File: src/rtl/mem_copy_engine.sv
// Word-by-word memory copy engine: alternates a read cycle and a write cycle per word,
// accumulating a 16-bit running checksum of the copied data.
module mem_copy_engine (
    input  logic        clk,
    input  logic        rst,
    input  logic        start,
    input  logic [7:0]  src_addr,
    input  logic [7:0]  dst_addr,
    input  logic [7:0]  len,
    output logic [7:0]  mem_addr,
    output logic [15:0] mem_wdata,
    output logic        mem_w_en,
    input  logic [15:0] mem_rdata,
    output logic        busy,
    output logic        done,
    output logic [15:0] checksum
);

    typedef enum logic [1:0] {
        IDLE = 2'd0,
        RD   = 2'd1,
        WR   = 2'd2,
        DONE = 2'd3
    } state_t;

    state_t      state_q;
    state_t      state_d;
    logic [7:0]  src_q;
    logic [7:0]  dst_q;
    logic [7:0]  len_q;
    logic [7:0]  index_q;
    logic [7:0]  index_next;
    logic [15:0] data_q;
    logic [15:0] checksum_q;

    assign index_next = index_q + 8'd1;
    assign checksum   = checksum_q;

    // Gated by rst so a write can never land in a cycle that is being reset.
    assign mem_w_en = (state_q == WR) && rst;

    always_ff @(posedge clk) begin
        if (!rst) begin
            state_q    <= IDLE;
            src_q      <= 8'd0;
            dst_q      <= 8'd0;
            len_q      <= 8'd0;
            index_q    <= 8'd0;
            data_q     <= 16'd0;
            checksum_q <= 16'd0;
        end else begin
            state_q <= state_d;
            case (state_q)
                IDLE: begin
                    if (start) begin
                        src_q      <= src_addr;
                        dst_q      <= dst_addr;
                        len_q      <= len;
                        index_q    <= 8'd0;
                        checksum_q <= 16'd0;
                    end
                end
                RD: begin
                    data_q     <= mem_rdata;
                    checksum_q <= checksum_q + mem_rdata;
                end
                WR: begin
                    index_q <= index_next;
                end
                default: begin
                end
            endcase
        end
    end

    always_comb begin
        state_d   = state_q;
        mem_addr  = 8'd0;
        mem_wdata = 16'd0;
        busy      = 1'b0;
        done      = 1'b0;
        case (state_q)
            IDLE: begin
                if (start) begin
                    state_d = (len == 8'd0) ? DONE : RD;
                end
            end
            RD: begin
                busy     = 1'b1;
                mem_addr = src_q + index_q;
                state_d  = WR;
            end
            WR: begin
                busy      = 1'b1;
                mem_addr  = dst_q + index_q;
                mem_wdata = data_q;
                state_d   = (index_next == len_q) ? DONE : RD;
            end
            DONE: begin
                done    = 1'b1;
                state_d = IDLE;
            end
            default: begin
                state_d = IDLE;
            end
        endcase
    end

endmodule

File: config.mk
export PLATFORM = sky130hd
export DESIGN_NAME = mem_copy_engine
export DESIGN_NICKNAME = d
export VERILOG_FILES = /design/src/rtl/mem_copy_engine.sv
export SDC_FILE = /design/constraint.sdc
export NUM_CORES = 1
export LEC_CHECK = 0
export ABC_AREA = 1
export BUFFER_PORTS_ARGS = -buffer_cell sky130_fd_sc_hd__buf_2
export CORE_MARGIN = 2
export CORE_UTILIZATION = 51
export DETAILED_ROUTE_END_ITERATION = 12
export GPL_TIMING_DRIVEN = 1
export PLACE_DENSITY = 0.73
export SLEW_MARGIN = 20
export SYNTH_ARGS = -nofsm -noshare
export SYNTH_HDL_FRONTEND = slang
export SYNTH_SLANG_ARGS = --single-unit
export TNS_END_PERCENT = 50
File: constraint.sdc
create_clock -name clk -period 7.5 [get_ports clk]
set_input_delay 0.375 -clock clk [delete_from_list [all_inputs] [get_ports clk]]
set_output_delay 0.375 -clock clk [all_outputs]
set_load 0.01 [all_outputs]
---- Yosys cells after proc, flatten, opt, wreduce, memory -nomap -nowiden ----
Cells that the tools add are included.
storage, ports and cells
  register bits after elaboration ......... 66
  bits of input ports ..................... 43
cells by class
  add/sub/neg operators ................... 4
  equality and inequality tests ........... 5
  multiplexer cells ....................... 12
  reduce and logical (&&, ||, !) cells .... 9
operator list
  operator                                                                count
  16-bit 2-to-1 mux                                                       2
  16-bit case mux with 2 select lines                                     1
  8-bit case mux with 2 select lines                                      2
  16-bit adder                                                            1
  8-bit adder                                                             2
  8-bit by 1-bit adder with 8-bit output (second input constant)          1
  8-bit equality test                                                     1
  8-bit logical NOT                                                       1
  8-bit 2-to-1 mux                                                        1
  2-bit case mux with 4 select lines                                      1
  2-bit 2-to-1 mux                                                        3
  2-bit AND reduction                                                     3
  2-bit equality test (second input constant)                             2
  2-bit nonzero test                                                      2
  2-bit by 1-bit equality test with 1-bit output (second input constant)  1
  2-bit logical NOT                                                       1
  1-bit 2-to-1 mux                                                        2
  2-bit != test (second input constant)                                   1
  2-bit OR reduction                                                      1
  1-bit logical AND                                                       1

---- Logic depth before layout (Yosys ltp) ----
  word-level depth ........................ 4
  mapped depth ............................ 17
  gate-level depth less buffers ........... 16

---- Worst setup path before layout ----
OpenSTA, ideal clock, no wires.
  path type ............................... register to output
  start ................................... register state_q[0]
  end ..................................... output port mem_addr[6]
  arrival time ............................ 2,359 ps
  setup slack ............................. 4,766 ps
  cell stages (with the launch flop) ...... 18
  cell sequence ........................... dfxtp_1 inv_1 ha_1 buf_2 buf_1 nand2_1 nand2_1 ha_1 inv_1 fa_1 inv_1 nand3_1 nand2_1 nand2_1 nand2_1 a21oi_1 xor2_1 nor2_1
between the ends
  longest elaborated chain between the ends .. 2
RTL lines
  item                                                                                   RTL line  RTL
  start: declaration                                                                     26        state_t state_q;
  start signal: assignment                                                               52        state_q <= state_d;
  2-bit equality test or 2-bit by 1-bit equality test with 1-bit output (tied branches)  82        case (state_q)
  8-bit case mux with 2 select lines (*)                                                 82
  end: declaration                                                                       10        output logic [7:0] mem_addr,
Mark *: on every way between the ends. The rest lies on a longest branch, timed or not.

---- Worst setup path after layout ----
Ends and elaborated chain as after synthesis.

==> run_results.csv <==
group,metric,value,unit
yosys,synth_cells,666,
timing,worstMarginPinSlew,863.4,ps
place,hpwl,8000,um
worst_hold_path,min_from,"src_addr[4]",
global_route,grt_pass1_vias,4064,
floorplan,die_h,94.43,um
timing,min_period_over_period,43.19,%
cells_and_area,syn2layout_area_growth,17.85,%
setup_path,cp_max_fo,28,
yosys,synthAdderAreaFrac,9.061,%
setup_path,start_kind,"register",
cts,clk_latency,350,ps
yosys,yosysUniqueCellTypes,30,
setup_path,worst_ep_required_time,7120,ps
cts,cts_resized,0,
cells_and_area,final_layout_size_suffix_gt1_share,16.69,%
floorplan,core,7807,sq um
timing,rsz0062_at_grt,"false",
route,drt-pass1-iter-count,6,
place,pre_cts_slack,4685,ps
yosys,synth_nets,738,
yosys,synth-compound-area-share,13.29,%
floorplan,rows,32,
timing,worst_slew_margin_rel,42.30,%
cts,cts_tree,"yes",
yosys,synth_edf_count,0,
floorplan,die_area,8916,sq um
yosys,synth_xor_xnor_area_share,0.6301,%
yosys,syn_area_per_cell,6.262,sq um
global_route,grt_overflow_total,0,
timing,finalClockSkew,8.440,ps
setup_path,r2r-start,"state_q[0]",
yosys,synth_area,4170,sq um
cts,post_cts_buffers,0,
worst_hold_path,min_delay_worst_endpoint,"src_q[4]",
timing,setup_viol,0,
cells_and_area,fillerInstances,760,
timing,clock.fmax,308.7,MHz
flow_run,cap_violations,0,
route,ant_nets,0,
pwr,p_leak,0.002636,uW
yosys,muxShareOfSynthArea,0,%
cts,cts_sinks,66,
route,vias_per_cell,5.121,
setup_path,crit_type,"reg -> out",
timing,hold_violations,0,
cts,h-tree-depth,3,
yosys,ys_ff_latch,66,
yosys,ys_async_sr_fraction,0,%
cts,root_buffer,"clkbuf_8",
place,io_buffer_count,85,
yosys,yosysWarnings,0,
worst_hold_path,hold_path.class,"in -> reg",
setup_path,reg2reg_slack,4820,ps
route,dr.first_iter.drc_count,208,
global_route,grt_antenna_before_repair,0,
cts,path_clk_slew,80,ps
yosys,yosysTopAreaCell,"dfxtp_1",
route,drcViolationCount,0,
pwr,ir_worst_vdd,119.9,uV
cells_and_area,antenna_cells,0,
cts,ctsHoldBuffers,0,
route,vias,4358,
global_route,gr-usage-all-layers,25.63,%
cts,clock_path_buffers,2,
yosys,synth_top_family_by_area,"simple AND/OR/NAND/NOR gates",
pwr,pwr_density_cell,206.4,nW/um^2
setup_path,crit_arrival,2860,ps
route,drt-total-wl,10830,um
place,gp_congestion,0.9356,
yosys,synth_most_common_cell,"nand2_1",
worst_hold_path,hold_path_depth,3,
timing,maxSlewViolCount,0,
setup_path,rr_worst_depth,9,
global_route,grt_start_max_net_pins,46,
global_route,grt_pass1_wl,18160,um
floorplan,die_w,94.43,um
timing,period_needed,3239,ps
yosys,synth_ff_type,"dfxtp_1",
timing,fin_setup_tns,0,ps
cells_and_area,fin_nets,816,
yosys,ys_seq_area_share,31.68,%
status,outcome,"finished, final reports clean",
yosys,synth-simple-area-share,34.92,%
floorplan,ioPinCount,86,
cts,cts_buffers,9,
route,wl_per_cell,12.73,um
yosys,synth.area.top_cells,"dfxtp_1, nand2_1, nor2_1",
timing,layout_setup_ws,4261,ps
yosys,synthTopCellsByCount,"nand2_1, nor2_1, inv_1",
setup_path,reg2reg_to,"checksum[1]",
setup_path,cp-end-kind,"primary output",
yosys,synth_top_area_share,31.68,%
floorplan,initial_core_util,53.41,%
-- layer usage --
metal,share of wire (%),vias to the layer above,GRT usage (%),wire [um]
li1,-,2260,-,-
met1,44,1947,31.32,4816
met2,48,136,44.82,5251
met3,5.3,15,5.028,579
met4,1.7,0,9.179,187
met5,0,-,0,0
-- power breakdown --
part / leakage [uW] / internal [uW] / switching, uW
registers: 0.000541 / 381 / 18.1
logic: 0.00197 / 73.8 / 136
clock network: 0.000129 / 254 / 151
-- registers in the layout, indices dropped and copies added, names as in the netlist --
register  flops
checksum     16
data_q       16
dst_q         8
index_q       8
len_q         8
src_q         8
state_q       2
-- placed cells by master, fill, tap and decap left out, types with 2 or more instances in the layout --
cell / synthesis / final
inv_2: 5 / 5
fa_1: 2 / 2
nand3_1: 46 / 46
nor2_1: 93 / 93
nand2_1: 182 / 182
nand2_2: 3 / 3
nor3_1: 4 / 4
or2_2: 5 / 5
clkbuf_8: 0 / 9
nor2_2: 2 / 2
nor2_4: 4 / 4
dfxtp_1: 66 / 66
nand4_1: 2 / 2
buf_2: 5 / 85
bufinv_16: 0 / 4
inv_1: 89 / 89
o21ai_1: 2 / 2
nand3b_1: 5 / 5
a21oi_2: 2 / 2
a21oi_1: 48 / 48
o21ai_0: 51 / 51
ha_1: 27 / 27
xor2_1: 3 / 3
-- cells by family after synthesis --
kind of cell,after synthesis
simple gates,348
xor+xnor,3
buf+inv,113
flops,66
compound gates,107
fa+ha+maj,29
-- critical path: stages, from the launching register on --
cell and delay [ps]:
dfxtp_1 340, inv_1 100, ha_1 170, buf_4 320, nand2_1 110, nand2_1 90, ha_1 160, inv_1 50
fa_1 360, inv_1 100, nand3_1 70, nand2_1 110, nand2_1 60, nand2_1 50, a21oi_1 60, xor2_1 140
nor2_1 80, buf_2 130
-- worst max path at each step --
stage / slack, ps / start / to / cells past startpoint
after floorplan: 4770 / state_q[0] / mem_addr[6] / 17
after global placement: 4780 / state_q[0] / mem_addr[6] / 15
after detailed placement: 4680 / state_q[0] / mem_addr[6] / 15
after CTS: 4280 / state_q[0] / mem_addr[6] / 17
after global routing: 3980 / state_q[0] / mem_addr[6] / 15
final: 4260 / state_q[0] / mem_addr[6] / 17
-- stage by stage --
stage	utilization [%]	std cells	instance area, sq um	total power (uW)	hold WS [ps]
global placement	59.55	835	4649	609.5	440.5
CTS	62.95	851	4915	1018	266.5
finish	62.95	851	4915	1014	269.1
detailed placement	59.55	835	4649	615.1	450.2
floorplan	-	666	4170	552.3	424.5
global route	62.95	851	4915	1066	282.0
-- final cells by class --
cell class                      instances  area (sq um)  area share (%)
Sequential cell                        66          1321           26.88
Clock inverter                          7         141.4           2.877
Tap cell                              102         127.6           2.597
Timing Repair Buffer                   86         432.9           8.809
Multi-Input combinational cell        487          2415           49.13
Inverter                               94         352.8           7.179
Clock buffer                            9         123.9           2.520
(Power assumes the default switching activity.)
